File: config.mk
export PLATFORM = sky130hd
export DESIGN_NAME = pulse_period_meter
export DESIGN_NICKNAME = d
export VERILOG_FILES = /design/src/rtl/ppm_pkg.sv /design/src/rtl/pulse_period_meter_rise_detect.sv /design/src/rtl/pulse_period_meter.sv
export SDC_FILE = /design/constraint.sdc
export NUM_CORES = 1
export LEC_CHECK = 0
export CAP_MARGIN = 20
export CELL_PAD_IN_SITES_DETAIL_PLACEMENT = 1
export CELL_PAD_IN_SITES_GLOBAL_PLACEMENT = 1
export CORE_UTILIZATION = 33
export CTS_CLUSTER_DIAMETER = 50
export DETAILED_ROUTE_END_ITERATION = 8
export DONT_BUFFER_PORTS = 1
export HOLD_SLACK_MARGIN = 0.02
export MAX_ROUTING_LAYER = met4
export PLACE_DENSITY_LB_ADDON = 0.1
export SYNTH_ARGS = -nofsm -noshare
export SYNTH_HDL_FRONTEND = slang
export SYNTH_SLANG_ARGS = --single-unit
export TNS_END_PERCENT = 1
File: constraint.sdc
create_clock -name clock -period 5.37 [get_ports clock]
set_input_delay 1.074 -clock clock [delete_from_list [all_inputs] [get_ports clock]]
set_output_delay 1.074 -clock clock [all_outputs]
set_load 0.005 [all_outputs]
File: src/rtl/ppm_pkg.sv
// Shared constants for pulse_period_meter: FSM encodings, lock-run width and run update helper.
package ppm_pkg;

  localparam logic [1:0] ST_IDLE    = 2'd0;
  localparam logic [1:0] ST_MEASURE = 2'd1;
  localparam logic [1:0] ST_OVF     = 2'd2;

  localparam int unsigned RUN_W = 4;

  // Next lock-run value: restart at 1 on a first or differing period, else count up to lim.
  function automatic logic [RUN_W-1:0] run_next(input logic [RUN_W-1:0] run,
                                                 input logic             same,
                                                 input logic [RUN_W-1:0] lim);
    logic [RUN_W-1:0] v;
    if (run == '0 || !same) begin
      v = RUN_W'(1);
    end else if (run >= lim) begin
      v = lim;
    end else begin
      v = run + RUN_W'(1);
    end
    return v;
  endfunction

endpackage

File: src/rtl/pulse_period_meter_rise_detect.sv
// Rising-edge detector for a clock-synchronous pulse stream; rise_c is combinational.
module rise_detect (
  input  logic clock,
  input  logic resetn,
  input  logic pulse_in,
  output logic rise_c
);

  logic r_prev;

  always_ff @(posedge clock or negedge resetn) begin
    if (!resetn) begin
      r_prev <= 1'b0;
    end else begin
      r_prev <= pulse_in;
    end
  end

  assign rise_c = pulse_in & ~r_prev;

endmodule

File: src/rtl/pulse_period_meter.sv
// Measures edge-to-edge period of a tick stream, with lock and sticky overflow flags.
// Optional min/max period tracking is enabled by defining PERIOD_MINMAX_EN.
module pulse_period_meter
  import ppm_pkg::*;
#(
  parameter int unsigned CNT_W  = 28,
  parameter int unsigned LOCK_N = 3
) (
  input  logic             clock,
  input  logic             resetn,
  input  logic             pulse_in,
  input  logic             clear,
  output logic [CNT_W-1:0] period,
  output logic             period_valid,
  output logic             locked,
  output logic             overflow
`ifdef PERIOD_MINMAX_EN
  ,
  output logic [CNT_W-1:0] min_period,
  output logic [CNT_W-1:0] max_period
`endif
);

  localparam logic [CNT_W-1:0] CNT_MAX = '1;
  localparam logic [RUN_W-1:0] RUN_LIM = RUN_W'(LOCK_N);

  logic             w_rise;
  logic [1:0]       r_state,  w_state_nxt;
  logic [CNT_W-1:0] r_cnt,    w_cnt_nxt;
  logic [CNT_W-1:0] r_period, w_period_nxt;
  logic             r_valid,  w_valid_nxt;
  logic [RUN_W-1:0] r_run,    w_run_nxt;
  logic             r_locked, w_locked_nxt;
  logic             r_ovf,    w_ovf_nxt;
  logic [RUN_W-1:0] w_run_upd;

  rise_detect u_rise (
    .clock    (clock),
    .resetn   (resetn),
    .pulse_in (pulse_in),
    .rise_c   (w_rise)
  );

  assign w_run_upd = run_next(r_run, (r_cnt == r_period), RUN_LIM);

  always_ff @(posedge clock or negedge resetn) begin
    if (!resetn) begin
      r_state  <= ST_IDLE;
      r_cnt    <= '0;
      r_period <= '0;
      r_valid  <= 1'b0;
      r_run    <= '0;
      r_locked <= 1'b0;
      r_ovf    <= 1'b0;
    end else begin
      r_state  <= w_state_nxt;
      r_cnt    <= w_cnt_nxt;
      r_period <= w_period_nxt;
      r_valid  <= w_valid_nxt;
      r_run    <= w_run_nxt;
      r_locked <= w_locked_nxt;
      r_ovf    <= w_ovf_nxt;
    end
  end

  // Clear beats any edge; an edge beats saturation so the all-ones period is still reported.
  always_comb begin
    w_state_nxt  = r_state;
    w_cnt_nxt    = r_cnt;
    w_period_nxt = r_period;
    w_valid_nxt  = 1'b0;
    w_run_nxt    = r_run;
    w_locked_nxt = r_locked;
    w_ovf_nxt    = r_ovf;
    if (clear) begin
      w_state_nxt  = ST_IDLE;
      w_cnt_nxt    = '0;
      w_run_nxt    = '0;
      w_locked_nxt = 1'b0;
      w_ovf_nxt    = 1'b0;
    end else begin
      case (r_state)
        ST_IDLE: begin
          if (w_rise) begin
            w_cnt_nxt   = CNT_W'(1);
            w_state_nxt = ST_MEASURE;
          end
        end
        ST_MEASURE: begin
          if (w_rise) begin
            w_period_nxt = r_cnt;
            w_valid_nxt  = 1'b1;
            w_cnt_nxt    = CNT_W'(1);
            w_run_nxt    = w_run_upd;
            w_locked_nxt = (w_run_upd == RUN_LIM);
          end else if (r_cnt == CNT_MAX) begin
            w_state_nxt  = ST_OVF;
            w_ovf_nxt    = 1'b1;
            w_locked_nxt = 1'b0;
            w_run_nxt    = '0;
          end else begin
            w_cnt_nxt = r_cnt + CNT_W'(1);
          end
        end
        ST_OVF: begin
          if (w_rise) begin
            w_cnt_nxt   = CNT_W'(1);
            w_state_nxt = ST_MEASURE;
          end
        end
        default: begin
          w_state_nxt = ST_IDLE;
        end
      endcase
    end
  end

  assign period       = r_period;
  assign period_valid = r_valid;
  assign locked       = r_locked;
  assign overflow     = r_ovf;

`ifdef PERIOD_MINMAX_EN
  logic [CNT_W-1:0] r_min;
  logic [CNT_W-1:0] r_max;

  always_ff @(posedge clock or negedge resetn) begin
    if (!resetn) begin
      r_min <= '1;
      r_max <= '0;
    end else if (clear) begin
      r_min <= '1;
      r_max <= '0;
    end else if (w_valid_nxt) begin
      if (w_period_nxt < r_min) r_min <= w_period_nxt;
      if (w_period_nxt > r_max) r_max <= w_period_nxt;
    end
  end

  assign min_period = r_min;
  assign max_period = r_max;
`endif

endmodule

Word level (Yosys, flattened, before mapping)
Cells that the tools add are included.
{ "word_totals": {"word_cells": 65, "inputBits": 4, "ff_bits": 66, "out_inout_bits": 31} }
{ "classes": {"n_mux": 27, "n_reduce_logical": 14, "add_sub_neg": 2, "order_cmp": 1, "eq_ne": 10, "bitwise": 3} }
{ "ops": {"columns": ["cell", "n"], "rows": [
  ["two-way mux 28 bit", 4],
  ["case mux 28 bit (2 select lines)", 1],
  ["adder 28 x 1 -> 28 bit (second input constant)", 1],
  ["equality test 28 bit", 1],
  ["equality test 28 bit (second input constant)", 1],
  ["two-way mux 4 bit", 6],
  ["AND reduction 3 bit", 4],
  ["two-way mux 1 bit", 11],
  ["two-way mux 2 bit", 4],
  ["inequality test 3 bit (second input constant)", 2],
  ["nonzero test 3 bit", 2],
  ["adder 4 x 1 -> 4 bit (second input constant)", 1],
  ["equality test 4 x 2 -> 1 bit (second input constant)", 1],
  ["greater-or-equal comparator 4 x 2 -> 1 bit (second input constant)", 1],
  ["zero test 4 bit", 1],
  ["inequality test 4 x 3 -> 1 bit (second input constant)", 1],
  ["case mux 2 bit (2 select lines)", 1],
  ["nonzero test 2 bit", 2],
  ["inequality test 3 x 1 -> 1 bit (second input constant)", 1],
  ["equality test 2 x 1 -> 1 bit (second input constant)", 1],
  ["equality test 2 bit (second input constant)", 1],
  ["zero test 2 bit", 1],
  ["inequality test 2 bit (second input constant)", 1],
  ["NOT 1 bit", 2],
  ["5 further kinds", 5]
]} }

Logic depth before layout (Yosys ltp)
Gate-level depths: netlist of run 1.
{ "depth": {"word_depth": 8, "depth_mapped": 7, "mapped_depth_nobuf": 6} }

By module
From an unflattened synthesis of run 1, not the netlist that was laid out.
{ "hier_totals": {"cells_unflattened": 336, "hier_area_um2": 3522.1} }
{ "modules_own_cells": {"columns": ["mod", "area_each_um2", "instances", "cells_each", "seq_area_each_um2"], "rows": [
  ["pulse_period_meter", 3483.3, 1, 334, 1626.6],
  ["rise_detect", 38.8, 1, 2, 25.0]
]} }

Worst setup path after synthesis of run 1
OpenSTA, ideal clock, no wires.
{ "synth_timing": {"path_type": "in2reg", "from": "input port clear", "to": "register r_cnt[25]", "arrival_time_ps": 2342, "setup_ps": 95, "required_ps": 5275, "slack_ps": 2933, "n_path_buf": 2, "path_stages": 6, "path_cell_list": "clkbuf_1 > nand2b_1 > nor2_1 > clkbuf_1 > nand2_1 > o31ai_1"} }
{ "synth_via": {"elab_chain_len": 2, "word_cells_on_any_way": 5, "classes_between": "2 x eq/ne; 1 x mux; 2 x reduce/logical"} }
{ "synth_rtl": {"columns": ["item", "line_no", "rtl"], "rows": [
  ["from (decl)", "pulse_period_meter.sv:12", "input logic clear,"],
  ["inequality test 4 x 3 -> 1 bit (no source line) (tied with other cells)", null, null],
  ["AND reduction 3 bit (no source line)", null, null],
  ["to (signal assigned)", "pulse_period_meter.sv:57", "r_cnt <= w_cnt_nxt;"],
  ["to (decl)", "pulse_period_meter.sv:29", "logic [CNT_W-1:0] r_cnt, w_cnt_nxt;"]
]} }
Several ways; a longest one is shown, not always the timed one.
A chain may end at the register's enable or synchronous reset.

Worst setup path after layout of run 1
{ "layout_timing": {"from": "register r_cnt[7]", "to": "register r_cnt[8]"} }
{ "layout_via": {"elab_chain_len": 5, "word_cells_on_any_way": 8, "classes_between": "1 x add/sub; 2 x eq/ne; 4 x mux; 1 x reduce/logical"} }
{ "layout_rtl": {"columns": ["item", "line_no", "rtl"], "rows": [
  ["adder 28 x 1 -> 28 bit", "pulse_period_meter.sv:102", "w_cnt_nxt = r_cnt + CNT_W'(1);"],
  ["two-way mux 28 bit", "pulse_period_meter.sv:96", "end else if (r_cnt == CNT_MAX) begin"],
  ["two-way mux 28 bit", "pulse_period_meter.sv:90", "if (w_rise) begin"],
  ["case mux 28 bit (2 select lines)", "pulse_period_meter.sv:82", "case (r_state)"],
  ["two-way mux 28 bit", "pulse_period_meter.sv:75", "if (clear) begin"]
]} }
Several ways; a longest one is shown, not always the timed one. The select of a mux whose other input is x is not followed.

==> results of run 1 <==
worst paths after layout:
check / from / end / depth (start not counted)
max: r_cnt[7] / r_cnt[8] / 6
min: resetn / period[7] / 0
max reg2reg: r_cnt[7] / r_cnt[8] / 6
min reg2reg: r_run[1] / r_run[1] / 1
max in group asynchronous: resetn / r_cnt[25] / 0
min in group clock: r_run[1] / r_run[1] / 1
power breakdown:
| part | internal, mW | leakage [nW] | switching, mW | total, mW |
|---|---|---|---|---|
| Combinational | 0.0145 | 0.574 | 0.0283 | 0.0428 |
| Sequential | 0.501 | 0.917 | 0.00479 | 0.506 |
| Clock | 0.285 | 0.110 | 0.187 | 0.471 |
| Total | 0.800 | 1.60 | 0.220 | 1.02 |
state kept, by name, indices dropped and copies added, names as in the netlist:
| signal | cells |
|---|---|
| u_rise.r_prev | 1 |
| locked | 1 |
| r_run | 4 |
| r_cnt | 28 |
| overflow | 1 |
| r_state | 2 |
| period | 28 |
| period_valid | 1 |
cell usage after synthesis, types with 2 or more instances:
| master | n | area, µm² |
|---|---|---|
| nor2b_1 | 3 | 18.8 |
| nor3_1 | 7 | 35.0 |
| mux2_2 | 28 | 315 |
| o31ai_1 | 2 | 15.0 |
| inv_1 | 10 | 37.5 |
| o21ai_0 | 5 | 25.0 |
| and2_1 | 3 | 18.8 |
| xnor2_1 | 23 | 201 |
| a22o_1 | 2 | 17.5 |
| nand2_1 | 29 | 109 |
| clkbuf_2 | 2 | 10.0 |
| o21a_1 | 2 | 15.0 |
| a21o_1 | 2 | 15.0 |
| buf_2 | 4 | 20.0 |
| a31oi_1 | 38 | 238 |
| or4_1 | 2 | 15.0 |
| nor2_1 | 16 | 60.1 |
| and4_1 | 2 | 17.5 |
| nand3_1 | 11 | 55.1 |
| nand2b_1 | 7 | 43.8 |
| a41oi_1 | 7 | 61.3 |
| a21oi_1 | 6 | 30.0 |
| and3_1 | 6 | 37.5 |
| nor4_1 | 6 | 37.5 |
| nand4_1 | 14 | 87.6 |
| ha_1 | 3 | 37.5 |
| xor2_1 | 5 | 43.8 |
| o211ai_1 | 2 | 15.0 |
| mux2i_1 | 2 | 20.0 |
| dfrtp_1 | 66 | 1650 |
| clkbuf_1 | 21 | 78.8 |
per-layer routing:
metal  vias up  part of all wire (%)  routed length, µm
li1       1283                     -                  -
met1      1362                    47               4580
met2        40                    47               4540
met3        12                   3.8                368
met4         0                   1.7                164
met5         -                     0                  0
layout make-up:
class	count	area, µm²	area share (%)
Multi-Input combinational cell	250	1760	45.4
Clock inverter	2	60.1	1.55
Clock buffer	13	159	4.10
Sequential cell	66	1650	42.6
Tap cell	136	170	4.39
Inverter	10	37.5	0.967
Timing Repair Buffer	5	41.3	1.06
critical path: cells and delay by family (launching register included):
kind | cells | cell delay (ps)
and+or+nand+nor | 3 | 1300
DFF | 1 | 520
AOI/OAI and AO/OA | 2 | 270
buffers and inverters | 1 | 380
cell families (layout without fill, tap and decap cells):
| kind of cell | Yosys count | in the layout | share of synthesized area [%] |
|---|---|---|---|
| AOI/OAI and AO/OA | 76 | 76 | 14.8 |
| buffers and inverters | 38 | 30 | 4.33 |
| DFF | 66 | 66 | 46.4 |
| adders and majority gates | 3 | 3 | 1.05 |
| xor gates and xnor gates | 28 | 28 | 6.89 |
| muxes | 30 | 30 | 9.42 |
| and+or+nand+nor | 113 | 113 | 17.1 |
stage by stage:
step	hold WS, ps	total power, mW	setup slack [ps]	instance area (µm²)
floorplan	481	0.545	2930	3560
global placement	514	0.559	2380	3650
detailed placement	515	0.559	2320	3650
CTS	397	1.04	2700	3870
global route	398	1.06	2530	3880
finish	415	1.02	2740	3880
==> metrics.md, run 1 <==
| Metric | Value |
|---|---|
| Met2 usage | `29.9%` |
| Synth Area per Inst | `10.1 µm²` |
| PwrDens | `263 nW/µm²` |
| Post-synth cell types | `49` |
| Number of fill cells | `1,183` |
| Wire length per cell | `20.0 µm` |
| Status | `complete, no violations` |
| Starting Density | `34.3%` |
| Fin cells | `482` |
| Global-route wire length before repair | `16,000 µm` |
| CTS resizes | `0` |
| Root buf cell | `clkbuf_8` |
| CTS Buf Count | `9` |
| Max-slew violation count | `0` |
| Part of the Yosys area used for sequential elements | `46.4%` |
| Final HPWL DP | `6810 µm` |
| Most frequent cells in the layout | `dfrtp_1 (66), a31oi_1 (38), nand2_1 (29)` |
| Post-CTS Hold Fix Bufs | `0` |
| Slew HR | `35.4%` |
| Synthesis warning total | `0` |
| Post-synthesis cell area | `3560 µm²` |
| Drt drc | `0` |
| VDD IR max | `130 µV` |
| GR Layer Usage met1 | `25.2%` |
| Grt peak-use layer | `met2` |
| Fmax | `0.380 GHz` |
| Global route overflow | `0` |
| Initial DRC count | `105` |
| Final setup violation count | `0` |
| Tmin final | `2630 ps` |
| Largest net degree at the start of global routing | `67` |
| R2R Setup Slk | `2740 ps` |
| Antenna violations before repair | `0` |
| Hold Vio Cnt, Final | `0` |
| Via count | `2,697` |
| Max cap viols | `0` |
| RSZ-0062 raised after global routing | `no` |
| Critical path fanouts, max | `19` |
| Worst Setup End Kind | `flip-flop` |
| IO buf count | `0` |
| CTS tree | `built` |
| Yosys reg bits | `66` |
| Worst skew pair latency | `350 ps` |
| Async SR Flop Fraction | `100%` |
| Synth Net Count | `361` |
| CP Data Required Time | `5570 ps` |
| Proportion of layout cells with a drive suffix above 1 | `16.2%` |
| Synth Instances | `354` |
| Critical setup path kind | `reg2reg` |
| Min-Delay Path Class | `in2async` |
| Worst-margin pin slew | `968 ps` |
| Die X-Extent | `106 µm` |
| Number of synthesized flops with an enable pin | `0` |
| Commonest non-fill, non-tap cell in the layout | `dfrtp_1` |
| Crit start category | `flip-flop` |
| N_diodes | `0` |
| CP Cell Sequence | `nand2_1 > nor4_2 > nand4_1 > buf_4 > a41oi_1 > a31oi_1` |
| Fin Clk Skew | `6.94 ps` |
| Final Util | `37.4%` |
| H-tree depth | `3` |
| Final WL | `9650 µm` |
| CTS clk-pin slew, worst paths | `70 ps` |
| Die Y | `106 µm` |
| GPL Wtd Cong | `0.758` |
| First drt pass iteration count | `4` |
| Remaining antenna violation count | `0` |
| Placeable Area | `10,400 µm²` |
| DIE AREA | `11,200 µm²` |
| Fin nets | `349` |
| Tot GR Track Use | `19.4%` |
| Worst EP arrival | `2840 ps` |
| GR Util met3 | `3.83%` |
| Setup Buffers After CTS | `0` |
| Leak | `1.60 nW` |
| Via density | `5.60` |
| Final worst-path cycle share | `49.0%` |
| Vias in the first global route | `2,883` |
| Row cnt | `37` |
| CTS sink cnt | `66` |
| Top Ports | `35` |
| Largest stage delay, worst path | `540 ps` |
| Setup TNS Final | `0 ps` |
| Clk buf depth | `2` |
| Dpl cells | `466` |
| Primary FF master, synth | `dfrtp_1` |
| Slowest-stage cell, CP | `nor4_2` |
| Area growth from synthesis to layout | `9.04%` |
Note: power is estimated with default switching activity, not from simulation.
==> run 2, diff against run 1 <==
- clock period: 5.37 -> 2.6 ns (I/O delays scaled with it)
==> metrics.md, run 2 (synthesis results as in run 1) <==
| Metric | Value |
|---|---|
| Clk buf depth | `2 (unchanged)` |
| CP Cell Sequence | `nand4_2 > or4_1 > nor4_1 > a31oi_1 > a21oi_1` |
| Setup TNS Final | `0 ps (unchanged)` |
| Hold Vio Cnt, Final | `0 (unchanged)` |
| R2R Setup Slk | `320 ps (-2420 ps)` |
| Worst slack at placement | `336 ps (-1990 ps)` |
| Proportion of layout cells with a drive suffix above 1 | `18.5% (+2.3 points)` |
| Via count | `2,796 (+3.7%)` |
| Via density | `5.67 (+1.4%)` |
| Post-CTS Hold Fix Bufs | `1 (+1)` |
| Final WL | `10,100 µm (+4.2%)` |
| Largest net degree at the start of global routing | `67 (unchanged)` |
| Worst-margin pin slew | `477 ps (-491 ps)` |
| Max-slew violation count | `0 (unchanged)` |
| H-tree depth | `3 (unchanged)` |
| N_diodes | `0 (unchanged)` |
| VDD IR max | `147 µV (+13%)` |
| Crit start category | `flip-flop` |
| Largest stage delay, worst path | `690 ps (+150 ps)` |
| Area growth from synthesis to layout | `10.5%` |
| Fin worst setup slack | `319 ps (-2420 ps)` |
| Fin Clk Skew | `10.7 ps (+3.76 ps)` |
| Most frequent cells in the layout | `dfrtp_1 (66), a31oi_1 (38), nand2_1 (29)` |
| Final worst-path cycle share | `87.7% (+39 points)` |
| R2R cell count | `5 (-1)` |
| Remaining antenna violation count | `0 (unchanged)` |
| Starting Density | `34.3% (unchanged)` |
| GPL Wtd Cong | `0.821 (+8.2%)` |
| DIE AREA | `11,200 µm² (unchanged)` |
| Worst Setup End Kind | `flip-flop` |
| Drt drc | `0 (unchanged)` |
| Fmax | `0.438 GHz (+15%)` |
| Die Y | `106 µm (unchanged)` |
| CP Data Required Time | `2870 ps (-2700 ps)` |
| Global-route wire length before repair | `16,700 µm (+4.5%)` |
| Slew HR | `67.9% (+33 points)` |
| Initial DRC count | `130 (+24%)` |
| RSZ-0062 raised after global routing | `no` |
| Die X-Extent | `106 µm (unchanged)` |
| Final HPWL DP | `7010 µm (+2.9%)` |
| Row cnt | `37 (unchanged)` |
| Final setup violation count | `0 (unchanged)` |
| CTS sink cnt | `66 (unchanged)` |
| Tot GR Track Use | `20.3% (+0.87 points)` |
| Placeable Area | `10,400 µm² (unchanged)` |
| Vias in the first global route | `2,931 (+1.7%)` |
| Reg-to-Reg Start | `r_cnt[10]` |
| Max cap viols | `0 (unchanged)` |
| End of the worst register-to-register path | `r_cnt[27]` |
| CTS tree | `built` |
| Antenna violations before repair | `0 (unchanged)` |
| Min-Delay Path Class | `in2async` |
| Leak | `1.64 nW (+2.7%)` |
| PwrDens | `503 nW/µm² (+92%)` |
| Commonest non-fill, non-tap cell in the layout | `dfrtp_1` |
| Critical setup path kind | `reg2reg` |
| First drt pass iteration count | `6 (+2)` |
| Tmin final | `2280 ps (-350 ps)` |
| Top Ports | `35 (unchanged)` |
| Fin nets | `359 (+2.9%)` |
| Worst EP arrival | `2550 ps (-290 ps)` |
| CTS Buf Count | `9 (unchanged)` |
| Wire length per cell | `20.4 µm (+1.9%)` |
| Slowest-stage cell, CP | `or4_1` |
| Setup Buffers After CTS | `0 (unchanged)` |
| Global route overflow | `0 (unchanged)` |
| Root buf cell | `clkbuf_8` |
| Worst skew pair latency | `350 ps (about the same)` |
| Critical path fanouts, max | `8 (-11)` |
| CTS clk-pin slew, worst paths | `80 ps (about the same)` |
| Status | `complete, no violations` |
| CTS resizes | `0 (unchanged)` |
| IO buf count | `0 (unchanged)` |
[run 2: cell types whose count changed in the layout (fill, tap and decap cells not counted), sizes merged]
cell	change
clkbuf	+1
bufinv	-2
buf	+10
clkinv	+2
[run 2: metal layers]
| metal | GRT usage [%] | part of all wire [%] | vias to the layer above | wire [µm] |
|---|---|---|---|---|
| li1 | - | - | 1310 | - |
| met1 | 27.6 | 49 | 1438 | 4960 |
| met2 | 30.3 | 46 | 36 | 4660 |
| met3 | 3.34 | 2.7 | 12 | 267 |
| met4 | 7.74 | 1.7 | 0 | 170 |
| met5 | - | 0 | - | 0 |
[run 2: metrics by stage]
stage | hold WS [ps] | util, % | total power, mW | instance area, µm² | std cells
final | 51.9 | 37.9 | 1.98 | 3930 | 493
after global routing | 68.5 | 37.9 | 2.07 | 3930 | 493
after CTS | 59.7 | 37.9 | 2.01 | 3930 | 493
after detailed placement | 227 | 35.9 | 1.16 | 3720 | 476
after global placement | 227 | 35.9 | 1.16 | 3720 | 476
after floorplan | 224 | - | 1.13 | 3560 | 354
[run 2: worst max path at each step]
stage / startpoint / end / slack (ps)
finish: r_cnt[10] / r_cnt[27] / 320
global route: r_cnt[13] / r_cnt[10] / 170
global placement: r_cnt[10] / r_cnt[27] / 410
CTS: r_cnt[10] / r_cnt[27] / 290
floorplan: r_cnt[10] / r_cnt[26] / 580
detailed placement: r_cnt[10] / r_cnt[27] / 340
[run 2: area by class of cell]
class                   instances  area [µm²]
fillers                      1197        6440
multi-input cells             250        1760
flip-flops and latches         66        1650
clock buffers                  14         173
well taps                     136         170
repair buffers                 15         133
inverters                      10        37.5
clock inverters                 2        10.0
[run 2: critical path, delay by kind of cell (launching register included)]
kind	cells	cell delay, ps
AO/OA/AOI/OAI	2	270
AND/OR/NAND/NOR	3	1430
flip-flops	1	500
[run 2: power breakdown]
group          internal [mW]  total (mW)  switching [mW]  leakage, nW
Clock                  0.423       0.818           0.396       0.0965
Sequential              1.03        1.04          0.0101        0.917
Combinational         0.0371       0.117          0.0799        0.629
Total                   1.49        1.98           0.486         1.64
